[config.mk]
export PLATFORM = sky130hd
export DESIGN_NAME = pma_lookup_sched
export DESIGN_NICKNAME = d
export VERILOG_FILES = /design/src/rtl/pma_lookup_sched.sv
export SDC_FILE = /design/constraint.sdc
export NUM_CORES = 1
export LEC_CHECK = 0
export BUFFER_PORTS_ARGS = -buffer_cell sky130_fd_sc_hd__buf_2
export CAP_MARGIN = 40
export CORE_MARGIN = 4
export CORE_UTILIZATION = 20
export CTS_BUF_LIST = sky130_fd_sc_hd__clkbuf_8
export DETAILED_ROUTE_END_ITERATION = 12
export GPL_TIMING_DRIVEN = 0
export PLACE_DENSITY_LB_ADDON = 0.1
export SLEW_MARGIN = 30
export SYNTH_ARGS = -nofsm -noshare
export SYNTH_HDL_FRONTEND = slang
export SYNTH_SLANG_ARGS = --single-unit
[constraint.sdc]
create_clock -name clk_i -period 1.7 [get_ports clk_i]
set_clock_uncertainty 0.1 [all_clocks]
set_input_delay 0.085 -clock clk_i [delete_from_list [all_inputs] [get_ports clk_i]]
set_output_delay 0.085 -clock clk_i [all_outputs]
set_load 0.01 [all_outputs]
[src/rtl/pma_lookup_sched.sv]
// pma_lookup_sched: shared PMA region lookup engine for fetch and LSU.
// One rule index per cycle is checked for all four region classes, so
// only four range comparators are needed; a round-robin arbiter picks
// the requester that owns the engine.
//
// Ports:
//   clk_i, rst_i   clock, synchronous active-high reset
//   flush_i        abort any lookup in flight, block new grants
//   req_valid_i    per-port lookup request
//   req_addr_i     per-port 64-bit physical address
//   req_ready_o    per-port grant (one-hot or zero)
//   rsp_valid_o    per-port response valid (at most one bit)
//   rsp_ready_i    per-port response accept
//   rsp_attr_o     {shared, cached, exec, nonidem}
//   busy_o         engine is scanning or holding a response
//
// Optional macro PMA_LOOKUP_EARLY_EXIT_EN: stop the scan as soon as no
// remaining rule index can change any of the four attribute flags.

package config_pkg;

    localparam int unsigned NrMaxRules = 16;

    typedef struct packed {
        int unsigned                 NrNonIdempotentRules;
        logic [NrMaxRules-1:0][63:0] NonIdempotentAddrBase;
        logic [NrMaxRules-1:0][63:0] NonIdempotentLength;
        int unsigned                 NrExecuteRegionRules;
        logic [NrMaxRules-1:0][63:0] ExecuteRegionAddrBase;
        logic [NrMaxRules-1:0][63:0] ExecuteRegionLength;
        int unsigned                 NrCachedRegionRules;
        logic [NrMaxRules-1:0][63:0] CachedRegionAddrBase;
        logic [NrMaxRules-1:0][63:0] CachedRegionLength;
        int unsigned                 NrSharedRegionRules;
        logic [NrMaxRules-1:0][63:0] SharedRegionAddrBase;
        logic [NrMaxRules-1:0][63:0] SharedRegionLength;
    } cva6_cfg_t;

    localparam cva6_cfg_t cva6_cfg_empty = '0;

endpackage

module pma_lookup_sched #(
    parameter config_pkg::cva6_cfg_t CVA6Cfg = config_pkg::cva6_cfg_empty,
    parameter int unsigned NrPorts = 2
) (
    input  logic                     clk_i,
    input  logic                     rst_i,
    input  logic                     flush_i,
    input  logic [NrPorts-1:0]       req_valid_i,
    input  logic [NrPorts-1:0][63:0] req_addr_i,
    output logic [NrPorts-1:0]       req_ready_o,
    output logic [NrPorts-1:0]       rsp_valid_o,
    input  logic [NrPorts-1:0]       rsp_ready_i,
    output logic [3:0]               rsp_attr_o,
    output logic                     busy_o
);

    localparam int unsigned KW = $clog2(config_pkg::NrMaxRules);
    localparam int unsigned PW = (NrPorts > 1) ? $clog2(NrPorts) : 1;

    // Rule counts, indexed like the attribute vector.
    localparam logic [3:0][31:0] NrC = {
        CVA6Cfg.NrSharedRegionRules,
        CVA6Cfg.NrCachedRegionRules,
        CVA6Cfg.NrExecuteRegionRules,
        CVA6Cfg.NrNonIdempotentRules
    };

    function automatic int unsigned max2(int unsigned a, int unsigned b);
        return (a > b) ? a : b;
    endfunction

    localparam int unsigned NRaw = max2(max2(NrC[0], NrC[1]),
                                        max2(NrC[2], NrC[3]));
    localparam int unsigned N = (NRaw == 0) ? 1 : NRaw;
    localparam logic [KW-1:0] KLast = KW'(N - 1);

    typedef enum logic [1:0] {
        IDLE = 2'd0,
        SCAN = 2'd1,
        RESP = 2'd2
    } state_e;

    state_e          state_q, state_d;
    logic [KW-1:0]   k_q, k_d;
    logic [3:0]      flags_q, flags_d;
    logic [63:0]     addr_q, addr_d;
    logic [PW-1:0]   port_q, port_d;
    logic [PW-1:0]   rr_q, rr_d;

    logic [NrPorts-1:0] gnt;
    logic [PW-1:0]      gnt_id;
    logic [PW-1:0]      cand;
    logic               found;

    logic [3:0][63:0] base;
    logic [3:0][63:0] len;
    logic [3:0]       hit;
    logic [3:0]       flags_nxt;
    logic             early;

    // Round-robin search starting at the priority pointer.
    always_comb begin
        gnt    = '0;
        gnt_id = '0;
        found  = 1'b0;
        cand   = '0;
        for (int i = 0; i < NrPorts; i++) begin
            cand = PW'((32'(rr_q) + 32'(i)) % NrPorts);
            if (!found && req_valid_i[cand]) begin
                found  = 1'b1;
                gnt_id = cand;
            end
        end
        if (found) begin
            gnt[gnt_id] = 1'b1;
        end
    end

    // The four shared comparators, all looking at rule index k.
    always_comb begin
        base[0] = CVA6Cfg.NonIdempotentAddrBase[k_q];
        len[0]  = CVA6Cfg.NonIdempotentLength[k_q];
        base[1] = CVA6Cfg.ExecuteRegionAddrBase[k_q];
        len[1]  = CVA6Cfg.ExecuteRegionLength[k_q];
        base[2] = CVA6Cfg.CachedRegionAddrBase[k_q];
        len[2]  = CVA6Cfg.CachedRegionLength[k_q];
        base[3] = CVA6Cfg.SharedRegionAddrBase[k_q];
        len[3]  = CVA6Cfg.SharedRegionLength[k_q];
        for (int c = 0; c < 4; c++) begin
            // 65-bit upper bound: a region ending at 2^64 never wraps.
            hit[c] = (32'(k_q) < NrC[c])
                  && (addr_q >= base[c])
                  && ({1'b0, addr_q} < ({1'b0, base[c]} + {1'b0, len[c]}));
        end
        flags_nxt = flags_q | hit;
    end

`ifdef PMA_LOOKUP_EARLY_EXIT_EN
    // A class is settled once its flag is set or its last rule has
    // just been checked; classes without rules are always settled.
    logic [3:0] settled;
    always_comb begin
        for (int c = 0; c < 4; c++) begin
            settled[c] = flags_nxt[c] || ((32'(k_q) + 32'd1) >= NrC[c]);
        end
        early = &settled;
    end
`else
    assign early = 1'b0;
`endif

    always_comb begin
        state_d = state_q;
        k_d     = k_q;
        flags_d = flags_q;
        addr_d  = addr_q;
        port_d  = port_q;
        rr_d    = rr_q;
        unique case (state_q)
            IDLE: begin
                if (!flush_i && found) begin
                    state_d = SCAN;
                    k_d     = '0;
                    flags_d = '0;
                    addr_d  = req_addr_i[gnt_id];
                    port_d  = gnt_id;
                    rr_d    = PW'((32'(gnt_id) + 32'd1) % NrPorts);
                end
            end
            SCAN: begin
                if (flush_i) begin
                    state_d = IDLE;
                end else begin
                    flags_d = flags_nxt;
                    if (k_q == KLast || early) begin
                        state_d = RESP;
                    end else begin
                        k_d = k_q + KW'(1);
                    end
                end
            end
            RESP: begin
                if (flush_i || rsp_ready_i[port_q]) begin
                    state_d = IDLE;
                end
            end
            default: state_d = IDLE;
        endcase
    end

    always_ff @(posedge clk_i) begin
        if (rst_i) begin
            state_q <= IDLE;
            k_q     <= '0;
            flags_q <= '0;
            addr_q  <= '0;
            port_q  <= '0;
            rr_q    <= '0;
        end else begin
            state_q <= state_d;
            k_q     <= k_d;
            flags_q <= flags_d;
            addr_q  <= addr_d;
            port_q  <= port_d;
            rr_q    <= rr_d;
        end
    end

    always_comb begin
        rsp_valid_o = '0;
        rsp_attr_o  = '0;
        req_ready_o = '0;
        if (state_q == IDLE && !flush_i) begin
            req_ready_o = gnt;
        end
        if (state_q == RESP) begin
            rsp_valid_o[port_q] = 1'b1;
            rsp_attr_o          = flags_q;
        end
    end

    assign busy_o = (state_q != IDLE);

endmodule

==> flow_summary.rst <==
.. list-table::
   :header-rows: 1

   * - Metric
     - Value
   * - Unique cell type count in the Yosys netlist
     - 31
   * - Number of buffer and inverter stages on the critical path
     - 1
   * - Post-CTS repair timing setup buffer count
     - 0
   * - Design area
     - about 670 µm²
   * - Num Clock Sinks
     - 8
   * - Via count of the first global-routing pass
     - about 470
   * - Vert. Die Dim
     - slightly below 60 µm
   * - Clock share of power
     - 0.441
   * - Slowest CP cell
     - sky130_fd_sc_hd__or4b_4
   * - Worst-path cell chain
     - or4b_4 -> a21oi_2 -> buf_2
   * - Crit path DAT
     - between 1000 and 1500 ps
   * - Multi-input combinational cell area
     - around 330 µm²
   * - RSZ-0062 raised after global routing
     - false
   * - Endpoints failing setup
     - 0
   * - TNS Setup
     - 0 ps
   * - Power dissipated by switching net loads
     - 0.138 mW
   * - Iteration-0 DRC count of the detailed router
     - 13
   * - Final Net Count
     - 216
   * - Most crowded layer after global routing
     - met2
   * - Flop-to-flop setup slack
     - 230 ps
   * - Fraction of met1 tracks used by global routing
     - 0.105
   * - Worst Reg-to-Reg Cells
     - 3
   * - Antenna violations before repair
     - 0
   * - Global-route track usage on met3
     - 0.0535
   * - Horizontal die dimension
     - 58.3 µm
   * - Drt first pass iters
     - 2
   * - Largest net degree at the start of global routing
     - 10
   * - Relative contribution of sequential cells to total power
     - 0.389
   * - Final Critical Period
     - 1580 ps
   * - Dominant delay contributor by cell family on the critical path
     - simple AND/OR/NAND/NOR gates
   * - Vias/cell
     - 4.64
   * - Fraction of the yosys area taken by sequential cells
     - 0.317
   * - Worst Min Path Start
     - flush_i
   * - Reg2reg start
     - state_q[1]$_SDFFE_PP0P_
   * - Fill cell count
     - 260
   * - Cell depth of the worst min-delay path
     - 2
   * - # Max-Cap Violations
     - 0
   * - Ys Warns
     - 0
   * - Leakage power figure
     - 0.288 nW
   * - Endpoint of the lowest-slack register-to-register path
     - k_q[3]$_SDFFE_PP0P_
   * - Initial core utilization
     - 0.220
   * - Clock root cell
     - sky130_fd_sc_hd__clkbuf_8
   * - Maximum count of clock buffers along a single path
     - 2
   * - Worst min-delay path category
     - input pin to register
   * - Total grt overflow
     - 0
   * - Total length of routed wires
     - 1.22 mm
   * - Signed area change from the synthesized netlist to the final layout
     - 31.7%
   * - Biggest area consumer among synthesized cells
     - sky130_fd_sc_hd__dfxtp_1
   * - Final-report max-slew violation count
     - 0
   * - Syn Area/Cell
     - around 8.4 µm²
   * - Type of element launching the critical path
     - register
   * - Met2 Resource Use GR
     - 0.113
   * - Final weighted congestion of routability-driven global placement
     - 0.657
   * - Number of cells produced by synthesis
     - 60
   * - Post-route DRC violation count
     - 0
   * - DR vias
     - 487
   * - Gr usage total
     - 0.0833
   * - Final count of hold timing violations
     - 0
   * - Kind of critical path
     - register to output port
   * - CTS hold repair buffers
     - 0
   * - Number of buffers added by the clock tree synthesis step
     - 3
   * - VDD IR max
     - around 0.40 mV
   * - Share of the synthesized area in the top cell type
     - 0.317
   * - Number of routed nets with antenna violations
     - 0
   * - Maximum operating frequency
     - 0.634 GHz
   * - Wire length of the first global-routing pass
     - a little over 2 mm
   * - Net Sw Frac
     - 0.259
   * - Share of layout cells above drive strength 1
     - 0.351
   * - Detailed-route wire length per cell
     - 11.6 µm
   * - Highest cell delay on the worst timing path
     - between 500 and 600 ps
   * - Diodes inserted
     - 0
   * - Total Power
     - 0.531 mW
   * - Combinational group share of total power
     - 0.170
   * - Result of the run
     - completed
   * - Half-perimeter wire length after detailed placement
     - ~910 µm
   * - Cell-internal power
     - 0.394 mW
   * - Placed Instance Area
     - 607 µm²
   * - Clock tree from TritonCTS
     - done
   * - Worst setup path startpoint
     - state_q[1]$_SDFFE_PP0P_
   * - Leading cell types by total area after synthesis
     - sky130_fd_sc_hd__dfxtp_1 32%, sky130_fd_sc_hd__buf_4 5.9%, sky130_fd_sc_hd__a21oi_1 5.0%
   * - Clock latency at the later pin of the worst-skew pair
     - roughly 230 ps
   * - Site Rows
     - 17
   * - Portion of the clock cycle consumed by the worst path in the final layout
     - 0.928
   * - CTS-repair resized insts
     - 4
   * - # H-tree levels
     - 1
   * - Kind of end point of the critical path
     - output port
   * - Sequential Area
     - 164 µm²
   * - Number of ports placed on the die boundary
     - ~140
   * - Number of buffers added on ports
     - 11
   * - Number of synthesized register bits
     - 8
   * - Hold worst-path end
     - state_q[1]$_SDFFE_PP0P_
   * - Floorplan core area
     - 0.00230 mm²
   * - PD cells
     - roughly 800 mW/mm²
   * - Required @ worst endpoint
     - between 1500 and 2000 ps
   * - Synthesized area
     - roughly 510 µm²
   * - Largest fanout of any net on the critical path
     - 8
   * - DIE AREA
     - between 0.003 and 0.004 mm²
   * - Clock-pin slew reported for the worst setup and hold paths after clock tree synthesis
     - 40 ps
## logic make-up (layout without fill, tap and decap cells)
| family | Yosys count | in the layout | share of synthesized area |
|---|---|---|---|
| AND/OR/NAND/NOR | 26 | 26 | 0.319 |
| AO/OA/AOI/OAI | 14 | 14 | 0.183 |
| flip-flops | 8 | 8 | 0.317 |
| buffers and inverters | 7 | 21 | 0.0817 |
| adder cells (fa/ha/maj) | 2 | 2 | 0.0495 |
| multiplexers | 2 | 2 | 0.0421 |
| other | 1 | 4 | 0.00742 |
## cells in the mapped netlist
cell	count
sky130_fd_sc_hd__o31ai_1	3
sky130_fd_sc_hd__nor4bb_1	1
sky130_fd_sc_hd__nand2b_1	1
sky130_fd_sc_hd__conb_1	1
sky130_fd_sc_hd__o21bai_1	1
sky130_fd_sc_hd__o21ai_0	2
sky130_fd_sc_hd__ha_1	2
sky130_fd_sc_hd__nor2b_1	1
sky130_fd_sc_hd__or4_1	1
sky130_fd_sc_hd__nand4_1	3
sky130_fd_sc_hd__a311oi_1	1
sky130_fd_sc_hd__or2b_1	1
sky130_fd_sc_hd__a21oi_1	5
sky130_fd_sc_hd__or3_1	1
sky130_fd_sc_hd__mux2i_1	1
sky130_fd_sc_hd__or2_2	1
sky130_fd_sc_hd__or3_2	1
sky130_fd_sc_hd__and3_1	1
sky130_fd_sc_hd__nor2_1	6
sky130_fd_sc_hd__or2_4	1
sky130_fd_sc_hd__nand3_1	1
sky130_fd_sc_hd__dfxtp_1	8
sky130_fd_sc_hd__nand4bb_1	1
sky130_fd_sc_hd__o22a_2	1
sky130_fd_sc_hd__buf_4	4
sky130_fd_sc_hd__inv_1	3
sky130_fd_sc_hd__nor4_1	1
sky130_fd_sc_hd__a32oi_1	1
sky130_fd_sc_hd__mux2_2	1
sky130_fd_sc_hd__or4b_2	1
sky130_fd_sc_hd__nor3_1	3
## worst max-delay path by stage
stage	slack, ps	to	cells after the start
after global routing	60	req_ready_o[0]	3
after CTS	120	req_ready_o[0]	3
final	120	req_ready_o[0]	3
after detailed placement	180	req_ready_o[0]	3
after floorplan	270	port_q$_SDFFE_PP0P_	3
after global placement	130	k_q[0]$_SDFFE_PP0P_	5
## sequential cells by signal, indices dropped and copies added (netlist names)
register / flops
port_q: 1
rr_q: 1
k_q: 4
state_q: 2
## power by group through the flow
stage	sequential, mW	combinational (mW)	clock [mW]
2_1_floorplan	0.207	0.0603	0
3_3_place_gp	0.210	0.0890	0
3_5_place_dp	0.210	0.0866	0
4_1_cts	0.207	0.0892	0.243
5_1_grt	0.208	0.101	0.258
6_report	0.207	0.0906	0.234
## stage by stage
stage / cells / hold WS (ps) / setup slack [ps] / util
after floorplan: 63 / 57.1 / 274 / -
after global placement: 102 / 236 / 135 / 0.264
final: 105 / 12.2 / 122 / 0.290
after CTS: 105 / 6.42 / 118 / 0.287
after detailed placement: 102 / 246 / 184 / 0.264
after global routing: 105 / 4.84 / 57.1 / 0.290
## worst register-to-register path: cells and delay by family, from the launching register on
kind / cells / cell delay [ps]
flip-flops: 1 / 370
AND/OR/NAND/NOR: 2 / 790
AO/OA/AOI/OAI: 1 / 150
## layout make-up
class                           count  area share
Multi-Input combinational cell     48       0.494
Sequential cell                     8       0.246
Timing Repair Buffer               11      0.0827
Clock buffer                        3      0.0620
Tap cell                           28      0.0526
Buffer                              4      0.0451
Inverter                            3      0.0169
## cell usage in the layout (no fill, tap or decap), types with 2 or more instances in the layout
master,count
sky130_fd_sc_hd__dfxtp_1,7
sky130_fd_sc_hd__clkbuf_8,3
sky130_fd_sc_hd__conb_1,4
sky130_fd_sc_hd__a21oi_1,4
sky130_fd_sc_hd__inv_1,3
sky130_fd_sc_hd__o31ai_1,3
sky130_fd_sc_hd__nor3_1,3
sky130_fd_sc_hd__nor2_1,6
sky130_fd_sc_hd__buf_2,11
sky130_fd_sc_hd__buf_4,4
sky130_fd_sc_hd__nand4_1,3
sky130_fd_sc_hd__o21ai_0,2
sky130_fd_sc_hd__ha_1,2
## routing by layer
layer	share of wire	vias up
li1	-	252
met2	0.38	16
met3	0.074	4
met5	0	-
met1	0.53	215
met4	0.011	0
Note: power is estimated with default switching activity, not from simulation.
